### src/rtl/if_id_skid_stage.sv
// IF->ID pipeline stage: valid/ready handshake with a two-entry (main + skid) buffer,
// selectable hold bit, flush, and a saturating stall-cycle counter.
module if_id_skid_stage #(
    parameter int                ADDR_W   = 64,
    parameter int                INST_W   = 32,
    parameter int                HOLD_W   = 3,
    parameter int                HOLD_BIT = 1,
    parameter logic [INST_W-1:0] NOP_INST = 32'h0000_0013
) (
    input  logic              clk,
    input  logic              rst_n,
    input  logic              flush_i,
    input  logic [HOLD_W-1:0] hold_flag_i,
    input  logic              up_valid_i,
    output logic              up_ready_o,
    input  logic [ADDR_W-1:0] up_pc_i,
    input  logic [INST_W-1:0] up_inst_i,
    output logic              dn_valid_o,
    input  logic              dn_ready_i,
    output logic [ADDR_W-1:0] dn_pc_o,
    output logic [INST_W-1:0] dn_inst_o,
    output logic [31:0]       stall_cnt_o
);

    typedef enum logic [1:0] {
        S_EMPTY = 2'd0,
        S_ONE   = 2'd1,
        S_TWO   = 2'd2
    } state_t;

    typedef enum logic [1:0] {
        M_KEEP = 2'd0,
        M_UP   = 2'd1,
        M_SKID = 2'd2,
        M_NOP  = 2'd3
    } main_sel_t;

    state_t            r_state;
    logic              r_main_valid;
    logic              r_up_ready;
    logic [ADDR_W-1:0] r_main_pc;
    logic [INST_W-1:0] r_main_inst;
    logic [ADDR_W-1:0] r_skid_pc;
    logic [INST_W-1:0] r_skid_inst;
    logic [31:0]       r_stall_cnt;

    state_t            w_next_state;
    main_sel_t         w_main_sel;
    logic              w_skid_load;
    logic              w_hold;
    logic              w_up_fire;
    logic              w_dn_fire;
    logic              w_stall;

    assign w_hold    = hold_flag_i[HOLD_BIT];
    assign w_up_fire = up_valid_i & r_up_ready;
    assign w_dn_fire = r_main_valid & dn_ready_i & ~w_hold;
    assign w_stall   = r_main_valid & ~(dn_ready_i & ~w_hold);

    assign up_ready_o  = r_up_ready;
    assign dn_valid_o  = r_main_valid & ~w_hold;
    assign dn_pc_o     = r_main_pc;
    assign dn_inst_o   = r_main_inst;
    assign stall_cnt_o = r_stall_cnt;

    // Next-state and buffer steering decode
    always_comb begin
        w_next_state = r_state;
        w_main_sel   = M_KEEP;
        w_skid_load  = 1'b0;
        case (r_state)
            S_EMPTY: begin
                if (w_up_fire) begin
                    w_next_state = S_ONE;
                    w_main_sel   = M_UP;
                end else begin
                    w_next_state = S_EMPTY;
                end
            end
            S_ONE: begin
                if (w_up_fire && w_dn_fire) begin
                    w_main_sel = M_UP;
                end else if (w_up_fire) begin
                    w_next_state = S_TWO;
                    w_skid_load  = 1'b1;
                end else if (w_dn_fire) begin
                    w_next_state = S_EMPTY;
                    w_main_sel   = M_NOP;
                end else begin
                    w_next_state = S_ONE;
                end
            end
            S_TWO: begin
                if (w_dn_fire) begin
                    w_next_state = S_ONE;
                    w_main_sel   = M_SKID;
                end else begin
                    w_next_state = S_TWO;
                end
            end
            default: begin
                w_next_state = S_EMPTY;
                w_main_sel   = M_NOP;
            end
        endcase
    end

    // State register; ready/valid are registered from the next state so no comb path reaches up_ready_o
    always_ff @(posedge clk) begin
        if (rst_n) begin
            r_state      <= S_EMPTY;
            r_main_valid <= 1'b0;
            r_up_ready   <= 1'b1;
        end else if (flush_i) begin
            r_state      <= S_EMPTY;
            r_main_valid <= 1'b0;
            r_up_ready   <= 1'b1;
        end else begin
            r_state      <= w_next_state;
            r_main_valid <= (w_next_state != S_EMPTY);
            r_up_ready   <= (w_next_state != S_TWO);
        end
    end

    // Main and skid payload registers; the PC is kept when draining to empty, cleared on flush
    always_ff @(posedge clk) begin
        if (rst_n) begin
            r_main_pc   <= '0;
            r_main_inst <= NOP_INST;
            r_skid_pc   <= '0;
            r_skid_inst <= NOP_INST;
        end else if (flush_i) begin
            r_main_pc   <= '0;
            r_main_inst <= NOP_INST;
            r_skid_pc   <= r_skid_pc;
            r_skid_inst <= r_skid_inst;
        end else begin
            case (w_main_sel)
                M_UP: begin
                    r_main_pc   <= up_pc_i;
                    r_main_inst <= up_inst_i;
                end
                M_SKID: begin
                    r_main_pc   <= r_skid_pc;
                    r_main_inst <= r_skid_inst;
                end
                M_NOP: begin
                    r_main_pc   <= r_main_pc;
                    r_main_inst <= NOP_INST;
                end
                default: begin
                    r_main_pc   <= r_main_pc;
                    r_main_inst <= r_main_inst;
                end
            endcase
            if (w_skid_load) begin
                r_skid_pc   <= up_pc_i;
                r_skid_inst <= up_inst_i;
            end else begin
                r_skid_pc   <= r_skid_pc;
                r_skid_inst <= r_skid_inst;
            end
        end
    end

    // Saturating stall counter; counts through flush, cleared only by reset
    always_ff @(posedge clk) begin
        if (rst_n) begin
            r_stall_cnt <= 32'd0;
        end else if (w_stall && (r_stall_cnt != 32'hFFFF_FFFF)) begin
            r_stall_cnt <= r_stall_cnt + 32'd1;
        end else begin
            r_stall_cnt <= r_stall_cnt;
        end
    end

endmodule

### config.mk
export PLATFORM = sky130hd
export DESIGN_NAME = if_id_skid_stage
export DESIGN_NICKNAME = d
export VERILOG_FILES = /design/src/rtl/if_id_skid_stage.sv
export SDC_FILE = /design/constraint.sdc
export NUM_CORES = 1
export LEC_CHECK = 0
export ABC_AREA = 1
export BUFFER_PORTS_ARGS = -buffer_cell sky130_fd_sc_hd__clkbuf_2
export CAP_MARGIN = 20
export CELL_PAD_IN_SITES_DETAIL_PLACEMENT = 0
export CELL_PAD_IN_SITES_GLOBAL_PLACEMENT = 2
export CORE_UTILIZATION = 28
export CTS_BUF_LIST = sky130_fd_sc_hd__clkbuf_4
export DETAILED_ROUTE_END_ITERATION = 10
export PLACE_DENSITY_LB_ADDON = 0.1
export SKIP_LAST_GASP = 1
export SYNTH_ARGS = -nofsm -noshare
export SYNTH_HDL_FRONTEND = slang
export SYNTH_SLANG_ARGS = --single-unit
### constraint.sdc
create_clock -name clk -period 2.1 [get_ports clk]
set_input_delay 0.42 -clock clk [delete_from_list [all_inputs] [get_ports clk]]
set_output_delay 0.42 -clock clk [all_outputs]
set_load 0.02 [all_outputs]
==> parameters.txt <==
Parameter                              Value

Worst setup path
  Worst Setup Start Kind ... flip-flop
  Element type at the critical path end ... flip-flop
  Worst Path Required ... 2.71 ns
  Cell-by-cell trace of the critical path ... inv_2 > nor2_4 > inv_2 > nor2_4 > nor3_4 > buf_4 > ha_4 > buf_12 > buf_6 > clkbuf_16 > nand2_1 > o21ai_0 > o21ai_0 > inv_1
  Largest fanout on the critical path ... 9
  CP top delay family ... buffers and inverters
  Critical Path Max Stage Delay ... 0.35 ns
  Buffering stage count on the worst path with inverters included ... 7
  Critical Path AT ... 2.60 ns
  Cell with the largest stage delay on the worst path ... sky130_fd_sc_hd__dfxtp_2
  Path type of the worst setup path ... reg2reg

GRT
  Largest net degree at the start of global routing ... 82
  Via count of the first global-routing pass ... 10200
  Leftover overflow at the end of global routing ... 0
  Global-route wire length before repair ... 54600 µm
  Initial antenna violation count ... 4
  Overall track demand over capacity in global routing ... 18.1%

Clock network
  H-tree depth ... 3
  TritonCTS Buffers ... 73
  Clk sink count ... 228
  Worst-path clk slew ... 0.06 ns
  Source-to-sink clock delay at the later pin of the worst-skew pair ... 0.72 ns
  CTS tree ... built
  Clock Root Buffer ... sky130_fd_sc_hd__clkbuf_4
  Longest Clk Path Bufs ... 3

Synth
  Number of instances in the synthesized netlist ... 1499
  Mux share of post-synthesis cell area ... 0%
  Synthesized flop and latch total ... 228
  Fraction of the mapped netlist area in adder cells ... 0.598%
  Netlist Area Pre-Place ... 10500 µm²
  Count of yosys warnings during synthesis ... 0
  Xor and xnor fraction of the mapped netlist area ... 1.17%
  Synth Area in Compound Gates ... 19.6%
  Average cell area after synthesis ... 6.98 µm²
  Library cell with the largest summed area after synthesis ... sky130_fd_sc_hd__dfxtp_1
  Most area-consuming cells after synthesis ... sky130_fd_sc_hd__dfxtp_1 44%, sky130_fd_sc_hd__nand2_1 9.0%, sky130_fd_sc_hd__o21ai_0 8.9%
  Dominant combinational cell family by area after synthesis ... simple AND/OR/NAND/NOR gates
  Simple-gate area share of the yosys netlist ... 23.1%
  Sequential-to-total area share from yosys stat ... 43.6%
  Portion of synthesized cell area occupied by the leading cell type ... 43.6%
  Net Count, Synth ... 1608
  Number of distinct library cell variants in the gate-level netlist after synthesis ... 30

Drt
  Number of DRC violations after detailed-routing iteration 0 ... 396
  First-pass iteration count of the detailed router ... 4
  Sum of routed wire length over all layers ... 35000 µm
  Number of nets with antenna violations after detailed routing ... 0
  Routed len/inst ... 14.6 µm
  Number of design rule violations left after detail routing ... 0
  Via density ... 4.45
  Vias after detailed routing ... 10700

Pwr
  Clock Power Share ... 43.4%
  Net load switching power ... 0.00272 W
  Maximum vdd ir drop ... 0.337 mV
  Switch share ... 27.2%
  Cell internal pwr ... 0.00729 W
  Leak Pwr ... 7.15 nW
  Combinational fraction of design power ... 11.3%
  Part of the power in registers ... 45.3%
  Pwr/cell area ... 680 nW/µm²

Timing
  F_max ... 0.504 GHz
  Max-slew violation count ... 0
  Hold Vio Cnt, Final ... 0
  Unrepaired setup endpoints after global routing ... true
  Fin crit share ... 94.5%
  Tightest slew margin relative to the limit ... 67.9%
  Number of setup violations in the final report ... 0
  Final clock skew ... 0.0252 ns
  Worst-margin pin slew ... 0.482 ns
  Total negative slack ... 0 ns
  Final min period ... 1.98 ns

Floorplanning
  Placeable core area ... 36700 µm²
  Initial Utilization ... 28.5%
  Number of core rows ... 70
  Die H ... 195 µm
  I/O pin cnt ... 234
  Die width ... 195 µm
  Area of the die ... 38100 µm²

Final layout
  Area growth from synthesis to layout ... 40.7%
  Design area ... 14700 µm²
  Share of cells above drive strength 1 ... 27.3%
  Net count reported at finish ... 2003

Placement
  Placement Cell Area ... 12600 µm²
  Placer's final routability congestion estimate ... 0.780
  Number of buffers inserted by port buffering ... 231
  Hpwl dp ... 22400 µm

Hold path
  Hold crit path type ... in2reg

Outcome
  Status ... finished, final reports clean

Flow run
  MaxCap Viol Count ... 0
-- power by group through the flow --
stage / registers [W] / clock network, W / logic, W
6_report: 0.00454 / 0.00435 / 0.00113
5_1_grt: 0.00455 / 0.00481 / 0.00125
4_1_cts: 0.00454 / 0.00458 / 0.00113
3_5_place_dp: 0.00463 / 0 / 0.000983
3_3_place_gp: 0.00463 / 0 / 0.000979
2_1_floorplan: 0.00472 / 0 / 0.000451
-- cell usage in the layout (no fill, tap or decap), types with 6 or more instances in the layout --
| cell | count |
|---|---|
| sky130_fd_sc_hd__xnor2_1 | 6 |
| sky130_fd_sc_hd__inv_2 | 10 |
| sky130_fd_sc_hd__diode_2 | 6 |
| sky130_fd_sc_hd__dfxtp_1 | 226 |
| sky130_fd_sc_hd__nor2_1 | 160 |
| sky130_fd_sc_hd__clkbuf_4 | 104 |
| sky130_fd_sc_hd__o21ai_0 | 179 |
| sky130_fd_sc_hd__inv_1 | 213 |
| sky130_fd_sc_hd__o21ai_1 | 8 |
| sky130_fd_sc_hd__dlygate4sd3_1 | 96 |
| sky130_fd_sc_hd__buf_12 | 19 |
| sky130_fd_sc_hd__o211ai_1 | 25 |
| sky130_fd_sc_hd__or2_2 | 22 |
| sky130_fd_sc_hd__nand2_1 | 249 |
| sky130_fd_sc_hd__buf_4 | 53 |
| sky130_fd_sc_hd__nor2_4 | 7 |
| sky130_fd_sc_hd__nand3_1 | 73 |
| sky130_fd_sc_hd__nand2_2 | 23 |
| sky130_fd_sc_hd__a21oi_1 | 141 |
| sky130_fd_sc_hd__buf_6 | 8 |
| sky130_fd_sc_hd__xor2_1 | 8 |
| sky130_fd_sc_hd__clkbuf_2 | 231 |
| sky130_fd_sc_hd__clkbuf_16 | 6 |
| sky130_fd_sc_hd__a21oi_2 | 22 |
-- state kept, by name, indices dropped and copies added, names as in the netlist --
register,count
dn_inst_o,32
r_state,2
stall_cnt_o,32
r_skid_pc,64
up_ready_o,1
dn_pc_o,64
r_main_valid,1
r_skid_inst,32
-- metal layers --
metal  GRT usage (%)  share of wire, %  up-vias  wire length [µm]
met3            4.66               4.6       57              1600
met1            23.1                47     4834             16400
met4            6.91               2.2        0               768
li1                -                 -     5572                 -
met2            29.3                46      242             16200
met5               0                 0        -                 0
-- worst paths after layout --
check        cells after the start  slack, ns                   startpoint                     endpoint
max                             14       0.12        r_state[0]$_SDFF_PP0_     dn_pc_o[39]$_SDFFE_PP0P_
min                              5       0.29                      flush_i  r_skid_inst[0]$_SDFFE_PP1P_
max reg2reg                     14       0.12        r_state[0]$_SDFF_PP0_     dn_pc_o[39]$_SDFFE_PP0P_
min reg2reg                      2       0.46  r_skid_inst[0]$_SDFFE_PP1P_  r_skid_inst[0]$_SDFFE_PP1P_
-- through the flow --
step / hold slack (ns) / worst slack, ns / utilization, % / instances / power (W)
2_1_floorplan: 0.429 / -0.00703 / - / 1499 / 0.00517
3_3_place_gp: 0.437 / -0.182 / 34.3 / 2178 / 0.00561
3_5_place_dp: 0.445 / -0.160 / 34.3 / 2178 / 0.00561
4_1_cts: 0.224 / 0.0322 / 39.2 / 2386 / 0.0102
5_1_grt: 0.253 / -0.0300 / 40.1 / 2405 / 0.0106
6_report: 0.295 / 0.115 / 40.1 / 2405 / 0.0100
-- synth_stat cells --
cell type	n
sky130_fd_sc_hd__ha_1	5
sky130_fd_sc_hd__buf_2	18
sky130_fd_sc_hd__nand4_1	5
sky130_fd_sc_hd__o21ai_0	187
sky130_fd_sc_hd__nor2_4	4
sky130_fd_sc_hd__nor2_1	166
sky130_fd_sc_hd__nand2_4	5
sky130_fd_sc_hd__nand2_1	250
sky130_fd_sc_hd__o22ai_1	1
sky130_fd_sc_hd__nand2_2	22
sky130_fd_sc_hd__inv_1	220
sky130_fd_sc_hd__nor2_8	1
sky130_fd_sc_hd__o221ai_1	3
sky130_fd_sc_hd__nand3_1	74
sky130_fd_sc_hd__buf_12	2
sky130_fd_sc_hd__buf_1	10
sky130_fd_sc_hd__nand3b_1	1
sky130_fd_sc_hd__nor3_1	5
sky130_fd_sc_hd__clkbuf_1	62
sky130_fd_sc_hd__buf_6	1
sky130_fd_sc_hd__a21oi_1	143
sky130_fd_sc_hd__nor3_4	1
sky130_fd_sc_hd__or2_2	22
sky130_fd_sc_hd__o211ai_1	25
sky130_fd_sc_hd__inv_2	2
sky130_fd_sc_hd__a21oi_2	20
sky130_fd_sc_hd__dfxtp_1	228
sky130_fd_sc_hd__xor2_1	8
sky130_fd_sc_hd__nor2_2	2
sky130_fd_sc_hd__xnor2_1	6
-- cells by family (layout without fill, tap and decap cells) --
group / Yosys count / count (layout)
xor gates and xnor gates: 14 / 14
AOI/OAI and AO/OA: 379 / 379
and+or+nand+nor: 558 / 558
buffers and inverters: 315 / 747
adders and majority gates: 5 / 5
other: 0 / 6
DFF: 228 / 228
-- layout make-up --
| class | count | area [µm²] |
|---|---|---|
| fillers | 3957 | 22000 |
| multi-input cells | 956 | 4740 |
| flip-flops and latches | 228 | 4570 |
| repair buffers | 413 | 3140 |
| inverters | 222 | 841 |
| clock buffers | 104 | 781 |
| well taps | 468 | 586 |
| clock inverters | 8 | 56.3 |
| diodes | 6 | 15.0 |
-- tightest hold or removal path: stages --
cell	delay, ns
sky130_fd_sc_hd__clkbuf_2	0.12
sky130_fd_sc_hd__nor3_4	0.07
sky130_fd_sc_hd__buf_12	0.17
sky130_fd_sc_hd__nand2_1	0.09
sky130_fd_sc_hd__nand3_1	0.06
-- what timing repair did --
| item | 4_1_cts | 5_1_grt |
|---|---|---|
| setup buffers | 0 | 7 |
| resized for setup | 0 | 38 |
| hold buffers | 96 | 0 |
| endpoints found under the setup margin | 0 | 97 |
| endpoints found under the hold margin | 115 | 0 |
Note: power is estimated with default switching activity, not from simulation.
